`src/rtl/mul_pkg.sv`:
```
// Shared definitions for the sequential shift-add multiplier.
// Holds the FSM state encoding, the default operand width and the counter width helper.
// No ports; imported by seq_mul_datapath and seq_multiplier.
package mul_pkg;

  localparam logic [1:0] S_IDLE = 2'd0;
  localparam logic [1:0] S_RUN  = 2'd1;
  localparam logic [1:0] S_DONE = 2'd2;

  localparam int DEFAULT_W = 16;

  // Counter must be able to hold the value W itself.
  function automatic int cnt_w(input int w);
    return $clog2(w + 1);
  endfunction

endpackage

```
`src/rtl/seq_mul_datapath.sv`:
```
// Shift-add multiplier datapath: magnitude/sign capture, accumulate, shift, product register.
// Latency: one add/shift step per step_i cycle; product_o updates the edge after finish_i.
// Backpressure: none; strobes are driven by the controlling FSM.
// Ports: clk, rst_n (sync, active-low); load_i/step_i/finish_i strobes; signed_mode_i, a_i, b_i
//        operands; last_o = termination condition for the current step; product_o = held result.
module seq_mul_datapath
  import mul_pkg::*;
#(
  parameter int W          = DEFAULT_W,
  parameter int EARLY_TERM = 1
) (
  input  logic           clk,
  input  logic           rst_n,
  input  logic           load_i,
  input  logic           step_i,
  input  logic           finish_i,
  input  logic           signed_mode_i,
  input  logic [W-1:0]   a_i,
  input  logic [W-1:0]   b_i,
  output logic           last_o,
  output logic [2*W-1:0] product_o
);

  localparam int CNT_W = cnt_w(W);

  logic [2*W-1:0]   mcand_q, mcand_d;
  logic [W-1:0]     mplier_q, mplier_d;
  logic [2*W-1:0]   acc_q, acc_d;
  logic [CNT_W-1:0] cnt_q, cnt_d;
  logic             neg_q, neg_d;
  logic [2*W-1:0]   product_q, product_d;

  logic [W-1:0] abs_a;
  logic [W-1:0] abs_b;

  // Magnitudes are treated as unsigned W-bit values, so -2^(W-1) maps to 2^(W-1) correctly.
  assign abs_a = (signed_mode_i && a_i[W-1]) ? (~a_i + W'(1)) : a_i;
  assign abs_b = (signed_mode_i && b_i[W-1]) ? (~b_i + W'(1)) : b_i;

  // Stop after the W-th step, or early once no set multiplier bits remain above bit 0.
  always_comb begin
    last_o = (cnt_q == CNT_W'(W - 1));
    if (EARLY_TERM != 0 && mplier_q[W-1:1] == '0) begin
      last_o = 1'b1;
    end
  end

  always_comb begin
    mcand_d   = mcand_q;
    mplier_d  = mplier_q;
    acc_d     = acc_q;
    cnt_d     = cnt_q;
    neg_d     = neg_q;
    product_d = product_q;

    if (load_i) begin
      mcand_d  = {{W{1'b0}}, abs_a};
      mplier_d = abs_b;
      neg_d    = signed_mode_i & (a_i[W-1] ^ b_i[W-1]);
      acc_d    = '0;
      cnt_d    = '0;
    end else if (step_i) begin
      if (mplier_q[0]) begin
        acc_d = acc_q + mcand_q;
      end
      mcand_d  = mcand_q << 1;
      mplier_d = mplier_q >> 1;
      cnt_d    = cnt_q + CNT_W'(1);
    end

    // Uses the pre-load acc/neg, so a back-to-back load in the same cycle is safe.
    if (finish_i) begin
      product_d = neg_q ? (~acc_q + (2*W)'(1)) : acc_q;
    end
  end

  always_ff @(posedge clk) begin
    if (!rst_n) begin
      mcand_q   <= '0;
      mplier_q  <= '0;
      acc_q     <= '0;
      cnt_q     <= '0;
      neg_q     <= 1'b0;
      product_q <= '0;
    end else begin
      mcand_q   <= mcand_d;
      mplier_q  <= mplier_d;
      acc_q     <= acc_d;
      cnt_q     <= cnt_d;
      neg_q     <= neg_d;
      product_q <= product_d;
    end
  end

  assign product_o = product_q;

endmodule

```
`src/rtl/seq_multiplier.sv`:
```
// Sequential signed/unsigned shift-add multiplier with start/done handshake.
// Latency: N+1 cycles from the accepting edge (N = RUN cycles, at most W).
// Backpressure: start is ignored while busy; back-to-back start accepted in the DONE state.
// Ports: clk, rst_n (sync, active-low); start, signed_mode, a, b sampled on acceptance;
//        busy high during RUN; done one-cycle pulse with product valid; product held.
module seq_multiplier
  import mul_pkg::*;
#(
  parameter int W          = DEFAULT_W,
  parameter int EARLY_TERM = 1
) (
  input  logic           clk,
  input  logic           rst_n,
  input  logic           start,
  input  logic           signed_mode,
  input  logic [W-1:0]   a,
  input  logic [W-1:0]   b,
  output logic           busy,
  output logic           done,
  output logic [2*W-1:0] product
);

  logic [1:0] state_q, state_d;
  logic       done_q, done_d;
  logic       load, step, finish, last;

  // State register
  always_ff @(posedge clk) begin
    if (!rst_n) begin
      state_q <= S_IDLE;
      done_q  <= 1'b0;
    end else begin
      state_q <= state_d;
      done_q  <= done_d;
    end
  end

  // Next-state logic
  always_comb begin
    state_d = S_IDLE;
    case (state_q)
      S_IDLE:  state_d = start ? S_RUN : S_IDLE;
      S_RUN:   state_d = last ? S_DONE : S_RUN;
      S_DONE:  state_d = start ? S_RUN : S_IDLE;
      default: state_d = S_IDLE;
    endcase
  end

  // Outputs and datapath strobes. The result is registered out of the DONE state,
  // so done and the new product become visible together one edge later.
  always_comb begin
    busy   = (state_q == S_RUN);
    step   = (state_q == S_RUN);
    finish = (state_q == S_DONE);
    load   = start && (state_q != S_RUN);
    done_d = finish;
    done   = done_q;
  end

  seq_mul_datapath #(
    .W          (W),
    .EARLY_TERM (EARLY_TERM)
  ) u_datapath (
    .clk           (clk),
    .rst_n         (rst_n),
    .load_i        (load),
    .step_i        (step),
    .finish_i      (finish),
    .signed_mode_i (signed_mode),
    .a_i           (a),
    .b_i           (b),
    .last_o        (last),
    .product_o     (product)
  );

endmodule

```
`config.mk`:
```
export PLATFORM = sky130hd
export DESIGN_NAME = seq_multiplier
export DESIGN_NICKNAME = d
export VERILOG_FILES = /design/src/rtl/mul_pkg.sv /design/src/rtl/seq_mul_datapath.sv /design/src/rtl/seq_multiplier.sv
export SDC_FILE = /design/constraint.sdc
export NUM_CORES = 1
export LEC_CHECK = 0
export ABC_CLOCK_PERIOD_IN_PS = 3600
export CAP_MARGIN = 10
export CORE_ASPECT_RATIO = 1.5
export CORE_MARGIN = 3
export CORE_UTILIZATION = 58
export CTS_CLUSTER_SIZE = 14
export DETAILED_ROUTE_END_ITERATION = 7
export HOLD_SLACK_MARGIN = 0.06
export PLACE_DENSITY = 0.91
export SLEW_MARGIN = 0
export SYNTH_ARGS = -nofsm -noshare
export SYNTH_HDL_FRONTEND = slang
export SYNTH_SLANG_ARGS = --single-unit
```
`constraint.sdc`:
```
create_clock -name clk -period 3.6 [get_ports clk]
set_input_delay 0.36 -clock clk [delete_from_list [all_inputs] [get_ports clk]]
set_output_delay 0.36 -clock clk [all_outputs]
set_load 0.01 [all_outputs]
```
== Yosys cells after proc, flatten, opt, wreduce, memory -nomap -nowiden ==
Cells that the tools add are included.

* Add/subtract/negate cells: 5
* Eq/ne operators: 4
* Muxes and demuxes: 11
* Bitwise gates (word level): 6
* Reductions and logical operators: 9

{| class="wikitable"
|+ Operators by type and width
! cell !! number
|-
| $mux 16 || 6
|-
| $add 16x1->16 const B || 2
|-
| $add 32x1->32 const B || 1
|-
| $add 32x32->32 || 1
|-
| $mux 32 || 1
|-
| $not 16->16 || 2
|-
| $not 32->32 || 1
|-
| $logic_not 15->1 || 1
|-
| $add 5x1->5 const B || 1
|-
| $eq 5x4->1 const B || 1
|-
| $pmux 2 s2 || 1
|-
| $reduce_or 2->1 || 2
|-
| $logic_and 1x1->1 || 3
|-
| $eq 2x1->1 const B || 1
|-
| $eq 2x2->1 const B || 1
|-
| $logic_not 2->1 || 1
|-
| $mux 1 || 2
|-
| $mux 2 || 1
|-
| $ne 2x1->1 const B || 1
|-
| $reduce_and 2->1 || 1
|-
| $reduce_bool 2->1 || 1
|-
| $and 1x1->1 || 1
|-
| $not 1->1 || 1
|-
| $xor 1x1->1 || 1
|}

* Flip-flop bits (word level): 121
* Output and inout bits: 34
* Word-level logic and storage cells: 44

== Depth between registers and ports, before layout ==
* Depth after elaboration: 4
* Depth in mapped cells: 10
* Depth with buffers taken out: 9

== Modules after synthesis ==
A second synthesis with hierarchy kept.

* Cell total of the unflattened synthesis: 906
* Area total of the unflattened synthesis: 7412.1 um^2

{| class="wikitable"
|+ By module, submodules not included
! module !! times used !! cells each !! area each (um^2) !! sequential area each (um^2)
|-
| seq_mul_datapath || 1 || 895 || 7297.0 || 2362.3
|-
| seq_multiplier || 1 || 11 || 115.1 || 60.1
|}

== Worst setup path after synthesis ==
No wires, ideal clock.

* Kind: register -> register
* From: register u_datapath.acc_q[0]
* To: register u_datapath.acc_q[26]
* Setup time: 0.117 ns
* Arrival: 2.613 ns
* Required time: 3.483 ns
* Slack: 0.870 ns
* Cell stages (with the launch flop): 10
* Path buffers: 0
* Clock period less this slack: 2.730 ns
* Cells stage by stage: dfxtp_1 -> ha_1 -> fa_1 -> a21o_1 -> a221oi_2 -> a21oi_2 -> o2111a_1 -> o21a_1 -> or3_1 -> a32o_1

* Word-level cells in the longest chain between the ends: 1

{| class="wikitable"
|+ RTL lines
! element !! RTL line !! source
|-
| from (decl) || seq_mul_datapath.sv:28 || <nowiki>logic [2*W-1:0] acc_q, acc_d;</nowiki>
|-
| from (signal assigned) || seq_mul_datapath.sv:81 || <nowiki>acc_q <= '0;</nowiki>
|-
| from (signal assigned) || seq_mul_datapath.sv:88 || <nowiki>acc_q <= acc_d;</nowiki>
|-
| $add 32x32->32 || seq_mul_datapath.sv:64 || <nowiki>acc_d = acc_q + mcand_q;</nowiki>
|}

Every way passes these cells.
A chain may end at the register's enable or synchronous reset.

== Worst setup path in the final report ==
Same ends and word-level chain as after synthesis.

==> flow_metrics.tcl <==
set metrics [dict create \
    timing.hold.worst.class "in -> reg" \
    timing.final.hold_violations 0 \
    power.switching_fraction_pct 24.8 \
    initial_cell_density_of_the_core_pct 59.7 \
    synth-warning-count 0 \
    die_h_um 145 \
    antenna_cells_inserted 0 \
    timing.final.max_slew_violations 0 \
    vias 7183 \
    async_reset_ff_share_pct 0 \
    crit_fanout 6 \
    grt_first_pass_wirelength_um 31200 \
    final.setup_skew_ps 6.86 \
    drt_pass1_iterations 6 \
    timing.critical_path.to_type "flop" \
    clk_root_buffer_cell "sky130_fd_sc_hd__clkbuf_16" \
    period_share_pct 84.2 \
    cp-start-kind "flop" \
    synthesis.area_sq_mm 0.00747 \
    synthCells 967 \
    post-route-drc-count 0 \
    vias_per_cell 6.12 \
    cts_num_sinks 121 \
    grt.overflow.total 0 \
    final_core_util_pct 70.5 \
    drive_gt1_share_pct 5.51 \
    totalWireLength_um 18800 \
    post-cts-setup-buffers 0 \
    synth.ff_latch_count 121 \
    p_leak_nw 3.28 \
    internal_power_mw 2.75 \
    share_seq_of_total_power_pct 39.2 \
    site_row_count 50 \
    layout.filler_cells 991 \
    cts_resized 0 \
    clk_pin_slew_worst_paths_ps 50 \
    netSwitchingPower_mw 0.906 \
    path_class "reg -> reg" \
    post_place_cells 1143 \
    nNetsFinal 1079 \
    worst_slew_margin_rel_pct 47.3 \
    synth.yosys.seq_area_share_pct 32.4 \
    synth_fp_nets 1040 \
    antenna_violations_before_repair 0 \
    count_of_flip_flops_with_a_built_in_enable_after_synthesis 0 \
    detailedRoute.firstIterationViolations 586 \
    routabilityCongestion 0.985 \
    die_area_sq_mm 0.0143 \
    vias_in_the_first_global_route 6754 \
    most_common_flop_cell_mapped_by_yosys "sky130_fd_sc_hd__dfxtp_1" \
    place.port_buffers 69 \
    status "completed" \
    grt_max_degree 65 \
    grt_util_all_layers_pct 26.3 \
    ir_drop_mv 0.257 \
    tightest_slew_ps 784 \
    clock_tree.htree_level_count 4 \
    areaGrowthSynthToFinish_pct 18.1 \
    power.density_mw_per_mm2 414 \
    data_required_time_of_the_worst_path_ps 3900 \
    r2r_slack_ps 570 \
    finalPower_mw 3.65 \
    critical_path_arrival_ps 3330 \
    routedWlPerCell_um 16.0 \
    antenna_left 0 \
    tritoncts "yes" \
    timing.final.setup_violations 0 \
    rsz0062_at_grt "no" \
    cts_hold_buffers 0 \
    power.share.clock_pct 48.5 \
    synth.lib_cells_used.distinct 64 \
    tns_ps 0 \
    clock_path_buffers 2 \
    achievable-frequency_mhz 330 \
    core-area_sq_mm 0.0125 \
    comb_power_share_pct 12.3 \
    finalNonFillerCells 1173 \
    die_w_um 98.7 \
    number_of_top_level_pins 70 \
    finalCriticalPeriod_ps 3030 \
    drv_cap 0 \
    detailed_place_hpwl_um 13600 \
    clock_latency_ps 420 \
    tritoncts.num_buffers 17 \
    synth_area_per_cell_sq_um 7.73 \
]
-- worst paths after layout --
check,from,to,cells past startpoint
setup / recovery,u_datapath.acc_q[0]$_SDFFE_PP0P_,u_datapath.acc_q[26]$_SDFFE_PP0P_,9
hold reg to reg,u_datapath.mcand_q[30]$_SDFFE_PP0P_,u_datapath.mcand_q[31]$_SDFFE_PP0P_,2
hold / removal,start,u_datapath.neg_q$_SDFFE_PN0P_,4
setup reg to reg,u_datapath.acc_q[0]$_SDFFE_PP0P_,u_datapath.acc_q[26]$_SDFFE_PP0P_,9
-- flip-flops by register name (all words and copies together) (netlist names) --
register              cells
done                      1
state_q                   2
u_datapath.acc_q         32
u_datapath.cnt_q          5
u_datapath.mcand_q       32
u_datapath.mplier_q      16
u_datapath.neg_q          1
u_datapath.product_o     32
-- cells in the final DEF, fill, tap and decap left out, types with 4 or more instances in the layout --
cell	n
sky130_fd_sc_hd__nor2_1	124
sky130_fd_sc_hd__dfxtp_1	121
sky130_fd_sc_hd__nand2_1	107
sky130_fd_sc_hd__a21oi_1	97
sky130_fd_sc_hd__clkdlybuf4s50_1	68
sky130_fd_sc_hd__a211oi_1	58
sky130_fd_sc_hd__o21ai_0	50
sky130_fd_sc_hd__xnor2_1	39
sky130_fd_sc_hd__xor2_1	36
sky130_fd_sc_hd__ha_1	36
sky130_fd_sc_hd__inv_1	25
sky130_fd_sc_hd__nand3_1	24
sky130_fd_sc_hd__nor3_1	18
sky130_fd_sc_hd__clkbuf_16	17
sky130_fd_sc_hd__mux2i_1	16
sky130_fd_sc_hd__nor4_1	12
sky130_fd_sc_hd__a311oi_1	12
sky130_fd_sc_hd__buf_4	11
sky130_fd_sc_hd__or3_1	10
sky130_fd_sc_hd__a21o_1	9
sky130_fd_sc_hd__o31ai_1	8
sky130_fd_sc_hd__nand4_1	8
sky130_fd_sc_hd__a31oi_1	7
sky130_fd_sc_hd__o41ai_1	6
sky130_fd_sc_hd__o21a_1	6
sky130_fd_sc_hd__or4_1	4
sky130_fd_sc_hd__nor2b_1	4
sky130_fd_sc_hd__o211ai_1	4
sky130_fd_sc_hd__o21bai_1	4
sky130_fd_sc_hd__bufinv_16	4
sky130_fd_sc_hd__clkinv_2	4
-- cell type report --
class,instances,area [sq um],share of cell area [%]
inverter,27,101,1.15
multi-input combinational,759,4730,53.6
tap,156,195,2.21
clock inverter,9,148,1.67
timing repair buffer,80,768,8.71
sequential,121,2420,27.5
clock buffer,21,460,5.22
-- logic make-up after synthesis --
group	after synthesis	synth area share, %
compound gates	288	24.8
flops	121	32.4
xor+xnor	75	8.79
buf+inv	87	4.42
fa+ha+maj	37	6.30
mux	16	2.14
simple gates	343	21.1
-- power groups by stage --
stage / clock, mW / combinational (mW) / sequential (mW)
floorplan: 0 / 0.307 / 1.44
global placement: 0 / 0.431 / 1.46
detailed placement: 0 / 0.443 / 1.46
CTS: 1.78 / 0.449 / 1.43
global route: 1.84 / 0.503 / 1.44
finish: 1.77 / 0.450 / 1.43
-- layer usage --
layer / wire length (um) / part of all wire (%) / up-vias / global-route usage, %
li1: - / - / 3574 / -
met1: 7530 / 40 / 3358 / 30.9
met2: 9870 / 52 / 214 / 46.0
met3: 953 / 5.1 / 37 / 4.62
met4: 459 / 2.4 / 0 / 12.1
met5: 0 / 0 / - / 0
-- worst max-delay path, cell delays in order, from the launching register on --
cell and delay [ps]:
sky130_fd_sc_hd__dfxtp_1 350, sky130_fd_sc_hd__ha_1 260, sky130_fd_sc_hd__fa_1 420, sky130_fd_sc_hd__a21o_1 220, sky130_fd_sc_hd__a221oi_2 420, sky130_fd_sc_hd__a21oi_2 160, sky130_fd_sc_hd__o2111a_1 310, sky130_fd_sc_hd__o21a_1 200
sky130_fd_sc_hd__or3_1 310, sky130_fd_sc_hd__a32o_1 250
-- cell usage after synthesis, drive strengths merged (3+ instances only) --
cell type,count,area [sq um]
o41ai,6,52.6
nand2b,3,18.8
dfxtp,121,2420
a32o,3,30.0
o211a,3,30.0
a311oi,12,105
a31oi,7,43.8
xnor2,39,342
clkbuf,47,176
nor3,18,90.1
mux2i,16,160
ha,36,450
inv,27,101
o22ai,3,18.8
nor2b,5,31.3
a21oi,98,494
nand2,107,402
o211ai,4,30.0
xor2,36,315
nor4,14,109
nor3b,3,22.5
or4,4,30.0
or2,4,25.0
and2,3,18.8
nand4,8,50.1
or3,11,70.1
and4,3,26.3
buf,13,52.6
o21ai,50,250
nand3,24,120
and3,4,26.3
o21a,6,45.0
nor2,124,465
o21bai,4,30.0
a21o,10,76.3
o31ai,8,60.1
a211oi,59,448
-- stage by stage --
stage | area [sq um] | hold slack, ps | worst slack (ps)
floorplan | 7470 | 444 | 870
global placement | 8210 | 454 | 670
global route | 8820 | 478 | 485
finish | 8820 | 450 | 570
detailed placement | 8210 | 466 | 603
CTS | 8820 | 424 | 589
Power figures use the tool's default switching activity.
